`config.mk`:
```
export PLATFORM = sky130hd
export DESIGN_NAME = io_pin_select
export DESIGN_NICKNAME = d
export VERILOG_FILES = /design/src/rtl/io_pin_select.sv
export SDC_FILE = /design/constraint.sdc
export NUM_CORES = 1
export LEC_CHECK = 0
export ABC_CLOCK_PERIOD_IN_PS = 1700
export BUFFER_PORTS_ARGS = -buffer_cell sky130_fd_sc_hd__buf_2
export CAP_MARGIN = 15
export CORE_AREA = 3 3 51 44
export CTS_CLUSTER_DIAMETER = 150
export DETAILED_ROUTE_END_ITERATION = 16
export DIE_AREA = 0 0 54 47
export GPL_TIMING_DRIVEN = 1
export PLACE_DENSITY = 0.66
export SYNTH_ARGS = -nofsm -noshare
export SYNTH_HDL_FRONTEND = slang
export SYNTH_SLANG_ARGS = --single-unit
export TNS_END_PERCENT = 20
```
`constraint.sdc`:
```
create_clock -name clk -period 1.7 [get_ports clk]
set_input_delay 0 -clock clk [delete_from_list [all_inputs] [get_ports clk]]
set_output_delay 0 -clock clk [all_outputs]
set_load 0.02 [all_outputs]
```
`src/rtl/io_pin_select.sv`:
```
// io_pin_select: steers one peripheral function onto one of PINCOUNT pads.
// A move is break-before-make: every pad goes dark for 1+GUARD_CYCLES cycles.
// The receive path is synchronized and holds its last value while a move is in flight.
module io_pin_select #(
  parameter int PINCOUNT     = 4,
  parameter int GUARD_CYCLES = 2,
  parameter int SYNC_STAGES  = 2,
  parameter int RESET_PIN    = 0,
  localparam int PWIDTH      = $clog2(PINCOUNT)
) (
  input  logic                clk,
  input  logic                rst,
  input  logic                sel_valid,
  input  logic [PWIDTH-1:0]   pin_select,
  output logic                busy,
  output logic                sel_error,
  output logic [PWIDTH-1:0]   cur_pin,
  input  logic                func_oe,
  input  logic                func_transmit,
  output logic                func_receive,
  output logic [PINCOUNT-1:0] pin_ena,
  output logic [PINCOUNT-1:0] pin_out,
  input  logic [PINCOUNT-1:0] pin_in
);

  localparam int CWIDTH = $clog2(GUARD_CYCLES + 1);
  localparam logic [PWIDTH-1:0] RESET_IDX  = PWIDTH'(RESET_PIN);
  localparam logic [PWIDTH:0]   PIN_LIMIT  = (PWIDTH+1)'(PINCOUNT);
  localparam logic [CWIDTH-1:0] GUARD_LOAD = CWIDTH'(GUARD_CYCLES);

  // Bad parameter sets are caught at elaboration time.
  if (PINCOUNT < 2) begin : g_chk_pins
    $error("io_pin_select: PINCOUNT must be >= 2");
  end
  if (SYNC_STAGES < 1) begin : g_chk_sync
    $error("io_pin_select: SYNC_STAGES must be >= 1");
  end
  if (GUARD_CYCLES < SYNC_STAGES) begin : g_chk_guard
    $error("io_pin_select: GUARD_CYCLES must be >= SYNC_STAGES");
  end
  if (RESET_PIN >= PINCOUNT || RESET_PIN < 0) begin : g_chk_rst
    $error("io_pin_select: RESET_PIN out of range");
  end

  typedef enum logic [1:0] {ACTIVE, RELEASE, GUARD} state_t;

  state_t                 state_q, state_d;
  logic [CWIDTH-1:0]      guard_cnt;
  logic [SYNC_STAGES-1:0] sync_q;
  logic                   active;
  logic                   accept;
  logic                   sel_oor;
  logic                   move_ok;

  assign active  = (state_q == ACTIVE);
  assign busy    = ~active;
  assign accept  = active & sel_valid;
  assign sel_oor = ({1'b0, pin_select} >= PIN_LIMIT);
  // Same-pin requests are dropped so a no-op select never darkens the pad.
  assign move_ok = accept & ~sel_oor & (pin_select != cur_pin);

  // State register.
  always_ff @(posedge clk or posedge rst) begin
    if (rst) state_q <= ACTIVE;
    else     state_q <= state_d;
  end

  // Next state: ACTIVE -> RELEASE (1 cycle) -> GUARD (GUARD_CYCLES cycles) -> ACTIVE.
  always_comb begin
    state_d = state_q;
    case (state_q)
      ACTIVE:  if (move_ok) state_d = RELEASE;
      RELEASE: state_d = GUARD;
      GUARD:   if (guard_cnt == CWIDTH'(1)) state_d = ACTIVE;
      default: state_d = ACTIVE;
    endcase
  end

  // Pin assignment, reject pulse and guard countdown.
  always_ff @(posedge clk or posedge rst) begin
    if (rst) begin
      cur_pin   <= RESET_IDX;
      sel_error <= 1'b0;
      guard_cnt <= '0;
    end else begin
      sel_error <= accept & sel_oor;
      if (move_ok) cur_pin <= pin_select;
      if (state_q == RELEASE)    guard_cnt <= GUARD_LOAD;
      else if (state_q == GUARD) guard_cnt <= guard_cnt - CWIDTH'(1);
    end
  end

  // Synchronizer follows the assigned pin; it starts on the new pin during the
  // dark window so it is flushed of old-pin samples before ACTIVE resumes.
  always_ff @(posedge clk or posedge rst) begin
    if (rst) begin
      sync_q <= '0;
    end else begin
      sync_q[0] <= pin_in[cur_pin];
      for (int k = 1; k < SYNC_STAGES; k++) sync_q[k] <= sync_q[k-1];
    end
  end

  // Receive value updates only while ACTIVE; held across a move.
  always_ff @(posedge clk or posedge rst) begin
    if (rst)         func_receive <= 1'b0;
    else if (active) func_receive <= sync_q[SYNC_STAGES-1];
  end

  // Per-pad drivers: only the assigned pad, and only while ACTIVE.
  for (genvar p = 0; p < PINCOUNT; p++) begin : g_pin
    logic here;
    assign here       = active & (cur_pin == PWIDTH'(p));
    assign pin_ena[p] = here & func_oe;
    assign pin_out[p] = here & func_oe & func_transmit;
  end

endmodule

```
==> out/results.ini, run 1 <==
[clock_tree]
cts_buffer_depth = 2
clock_latency_ns = 0.26
root_buffer = clkbuf_4
cts.sinks = 9
clk_pin_slew_ns = 0.06
cts-htree-levels = 1
cts_tree = done
cts_buffers = 3
post_cts_buffers = 0

[layout]
multi_input_area_um2 = 356.6
antenna_cells = 0
postLayoutCellArea_um2 = 777.0
drive_gt1_share_pct = 36.05
nets = 103
regArea_um2 = 225.2
finish.utilization_pct = 43.07
nFillCells = 179
area_delta_synth_final_pct = 24.20

[global_route]
grt_pass1_vias = 542
grt_pass1_wl_um = 2346
antenna_found_initial = 0
grt_overflow = 0
grt_usage_pct = 12.94
grt_start_max_net_pins = 11

[timing]
finalMaxSlewViolations = 0
rsz0062_at_grt = no
worst_hold_slack_ns = 0.03757
setup_violations = 0
clock_skew_ns = 0.004113
fin_tns_setup_ns = 0
hold_violations = 0
fmax_mhz = 646.7
finalCriticalPeriod_ns = 1.546
period_share_pct = 90.95

[critical_path]
end_kind = primary output
path_max_fanout = 9
cpPeakStageDelay_ns = 0.42
cp.arrival_ns = 1.55
critPathTopFamily = flip-flops
critPathLaunchType = register
critPathKind = reg -> out
critPathSlowestCell = dfrtp_1
cp.required_ns = 1.70
reg2reg_depth = 5
r2r_end = state_q[1]
path_cells = inv_1, ha_4, nand3_1, nor3_1, buf_2
critPathBufInv = 2
r2r_setup_slack_ns = 0.22
r2r_start = state_q[0]

[yosys]
synth_edf_count = 0
avgSynthCellArea_um2 = 9.930
synth_seq_cells = 9
ys_seq_area_share_pct = 36.00
synth_nets = 79
async_reset_ff_share_pct = 100.0
yosys_warnings = 0
yosysUniqueCellTypes = 21
synthesis.instances = 63
netlist_area_um2 = 625.6
synth-main-ff-cell = dfrtp_1

[worst_hold_path]
hold_end = cur_pin[1]
hold_path_class = in -> reg
hold_depth = 2
min_from = pin_select[1]

[floorplanning]
core_um2 = 1804
rows = 14
start_util_pct = 34.67
die_y_um = 47
top_level_ports = 24
dieArea_um2 = 2538
die_width_um = 54

[route]
drtAntennaViolNets = 0
drtIter0Drc = 10
via_per_inst = 4.882
drc = 0
routedWlPerCell_um = 12.96
firstDrtPassIters = 4
vias = 537
wirelength_um = 1426

[placement]
portBuffers = 22
globalplace.congestion = 0.8546
dpl_cell_area_um2 = 728.2
place_hpwl_um = 1149

[outcome]
status = finished clean

[power_and_ir_drop]
p_leak_nw = 0.3938
vdd_ir_drop_max_uv = 675.8
p_per_area_nw_per_um2 = 1853

[flow_run]
cap_violations = 0

cell type report:
type | count | share of cell area [%]
Multi-Input combinational cell | 45 | 45.89
Clock buffer | 4 | 3.382
Tap cell | 24 | 3.865
Inverter | 5 | 2.415
Sequential cell | 9 | 28.99
Timing Repair Buffer | 23 | 15.46
layer usage:
metal / wire [um] / vias to the layer above / global-route usage (%)
met3: 77 / 0 / 6.349
met1: 622 / 258 / 15.59
met4: 0 / 0 / 1.990
met2: 726 / 15 / 21.50
met5: 0 / - / 0
li1: - / 264 / -
power by group:
group / total [mW] / internal (mW) / leakage, nW / switching, mW
sequential: 0.456 / 0.329 / 0.107 / 0.127
combinational: 0.824 / 0.376 / 0.272 / 0.447
clock: 0.159 / 0.0901 / 0.0150 / 0.0692
worst max path at each step:
stage               start         end  slack [ns]  cells past startpoint
2_1_floorplan  state_q[0]  pin_out[0]        0.35                      5
4_1_cts        state_q[0]  pin_out[0]        0.02                      5
3_5_place_dp   state_q[0]  state_q[1]        0.21                      5
3_3_place_gp   state_q[0]  state_q[1]        0.25                      5
5_1_grt        state_q[0]  pin_out[0]        0.01                      5
6_report       state_q[0]  pin_out[0]        0.15                      5
synth_stat cells, drive strengths merged (3+ instances only):
library cell / instances / area, um^2
dfrtp: 9 / 225.2
and3b: 4 / 35.03
nand2: 3 / 11.26
ha: 5 / 62.56
nand3: 3 / 15.01
buf: 4 / 37.53
inv: 5 / 18.77
mux2: 4 / 45.04
nor2: 7 / 26.28
worst reg2reg max path, stage by stage (launching register included):
cell and delay [ns]:
dfrtp_1 0.42, inv_1 0.17, ha_1 0.21, nand2b_1 0.12, a311oi_1 0.32, nand3_1 0.11
sequential cells by signal, summed over array words and instances (netlist names):
| register | cells |
|---|---|
| state_q | 2 |
| guard_cnt | 2 |
| func_receive | 1 |
| cur_pin | 2 |
| sync_q | 2 |
stage by stage:
stage / std cells / setup slack, ns / power, mW
2_1_floorplan: 63 / 0.3537 / 1.078
3_3_place_gp: 105 / 0.2548 / 1.195
6_report: 110 / 0.1538 / 1.439
4_1_cts: 110 / 0.01990 / 1.403
3_5_place_dp: 105 / 0.2147 / 1.232
5_1_grt: 110 / 0.01326 / 1.576
cells in the final DEF (no fill, tap or decap):
cell type / instances
nand2b_1: 2
mux2_2: 4
xor2_1: 2
ha_1: 4
clkbuf_1: 1
ha_4: 1
nor3_1: 2
buf_2: 22
nand3_1: 3
and3b_1: 4
conb_1: 1
o21ai_0: 2
or2b_1: 1
o2111ai_1: 2
inv_1: 5
xnor2_1: 2
a311oi_1: 2
nand2_1: 3
dlygate4sd3_1: 1
mux4_2: 1
nor2_1: 7
clkbuf_4: 3
nand4_1: 2
dfrtp_1: 9
cells by family (layout without fill, tap and decap cells):
group | after synthesis | count (layout) | share of synthesized area [%]
DFF | 9 | 9 | 36.00
other | 1 | 1 | 0.5994
AOI/OAI and AO/OA | 6 | 6 | 7.201
muxes | 5 | 5 | 10.80
buffers and inverters | 9 | 32 | 8.999
adders and majority gates | 5 | 5 | 10.00
and+or+nand+nor | 24 | 24 | 20.80
xor gates and xnor gates | 4 | 4 | 5.601
repair_timing:
item                       CTS  global route
hold endpoints to repair     9             0
hold buffers                 1             0
setup endpoints to repair    0             8
resized for setup            0             2
Power figures use the tool's default switching activity.
==> run 2, diff against run 1 <==
Settings changed: CORE_AREA 3 3 51 44 to 3 3 41 43, DIE_AREA 0 0 54 47 to 0 0 44 46, PLACE_DENSITY 0.66 to 0.81.
==> out/results.ini, run 2 (synthesis gave the netlist of run 1 again) <==
[clock_tree]
cts_buffers = 3
post_cts_buffers = 0
cts_buffer_depth = 2
cts_tree = done
clk_pin_slew_ns = 0.06
cts.sinks = 9
cts-htree-levels = 1
clock_latency_ns = 0.26
root_buffer = clkbuf_4

[critical_path]
critPathTopFamily = flip-flops
reg2reg_depth = 5
cp.required_ns = 1.70
cpPeakStageDelay_ns = 0.43
critPathLaunchType = register
critPathBufInv = 2
r2r_setup_slack_ns = 0.25
critPathSlowestCell = dfrtp_1
r2r_end = state_q[0]
critPathKind = reg -> out
r2r_start = state_q[0]
cp.arrival_ns = 1.58
path_max_fanout = 9
end_kind = primary output
path_cells = inv_1, ha_4, nand3_1, nor3_1, buf_2

[floorplanning]
top_level_ports = 24
start_util_pct = 46.90
dieArea_um2 = 2024
rows = 13
core_um2 = 1334
die_y_um = 46
die_width_um = 44

[power_and_ir_drop]
clockPowerShare_pct = 11.9
seq_power_share_pct = 31.7
p_switching_mw = 0.6305
p_per_area_nw_per_um2 = 1857
p_leak_nw = 0.3938
p_int_mw = 0.7915
p_comb_share_pct = 56.3
netSwitchingFraction_pct = 44.34
vdd_ir_drop_max_uv = 1078
total_power_mw = 1.422

[global_route]
antenna_found_initial = 0
grt_pass1_wl_um = 2180
grt_usage_pct = 15.19
grt_pass1_vias = 485
grt_overflow = 0
grt_start_max_net_pins = 11

[placement]
portBuffers = 22
dpl_cell_area_um2 = 716.9
place_hpwl_um = 1023
dpl_worst_slack_ns = 0.2154
dp_cells = 96
globalplace.congestion = 0.8253

[route]
firstDrtPassIters = 4
via_per_inst = 5.208
drtIter0Drc = 16
drc = 0
vias = 526
routedWlPerCell_um = 12.99
wirelength_um = 1312
drtAntennaViolNets = 0

[layout]
nFillCells = 122
fin_cells = 101
antenna_cells = 0
nets = 103
regArea_um2 = 225.2
final_cell_mix = 22 x buf_2, 9 x dfrtp_1, 7 x nor2_1
multi_input_area_um2 = 356.6
layout.cells.most_common = buf_2
postLayoutCellArea_um2 = 765.7
finish.utilization_pct = 57.41
drive_gt1_share_pct = 36.05
area_delta_synth_final_pct = 22.40

[timing]
finalCriticalPeriod_ns = 1.578
setup_violations = 0
fmax_mhz = 633.7
finalMaxSlewViolations = 0
hold_violations = 0
worst_hold_slack_ns = 0.02525
period_share_pct = 92.83
rsz0062_at_grt = no
setup_ws_ns = 0.1219
clock_skew_ns = 0.001220
fin_tns_setup_ns = 0

[worst_hold_path]
hold_depth = 2
hold_end = cur_pin[1]
min_from = pin_select[1]
hold_path_class = in -> reg

[flow_run]
cap_violations = 0

[outcome]
status = finished clean

==> run 2: cell type report <==
class,count,share of cell area [%]
Multi-Input combinational cell,45,46.57
Timing Repair Buffer,23,15.69
Sequential cell,9,29.41
Tap cell,15,2.451
Clock buffer,4,3.431
Inverter,5,2.451
==> run 2: how the worst max path moves through the flow <==
stage | slack, ns | startpoint | endpoint | cells past startpoint
final | 0.12 | state_q[0] | pin_out[0] | 5
after global routing | 0.04 | state_q[0] | pin_out[0] | 5
after floorplan | 0.35 | state_q[0] | pin_out[0] | 5
after CTS | 0.05 | state_q[0] | pin_out[0] | 5
after global placement | 0.27 | state_q[0] | state_q[1] | 5
after detailed placement | 0.22 | state_q[0] | state_q[0] | 5
==> run 2: timing repair <==
| item | 4_1_cts | 5_1_grt |
|---|---|---|
| hold endpoints to repair | 9 | 0 |
| gates cloned | 0 | 0 |
| setup endpoints to repair | 1 | 2 |
| gates resized for setup | 1 | 1 |
| hold buffers | 1 | 0 |
==> run 2: worst register-to-register path, delay by kind of cell (launching register included) <==
family          cells  cell delay (ns)
compound gates      1             0.24
simple gates        2             0.29
fa+ha+maj           1             0.25
buf+inv             1             0.13
flops               1             0.41
==> run 2: power by group through the flow <==
stage / clock network [mW] / registers (mW) / logic, mW
global route: 0.188 / 0.473 / 0.893
detailed placement: 0 / 0.455 / 0.754
global placement: 0 / 0.446 / 0.735
floorplan: 0 / 0.432 / 0.647
CTS: 0.178 / 0.452 / 0.773
finish: 0.169 / 0.451 / 0.801
==> run 2: per-layer routing <==
metal	vias to the layer above	track usage [%]	share of wire, %
met4	0	7.229	1.9
met2	13	24.42	51
li1	261	-	-
met1	248	18.40	43
met3	4	4.743	4.3
met5	-	0	0
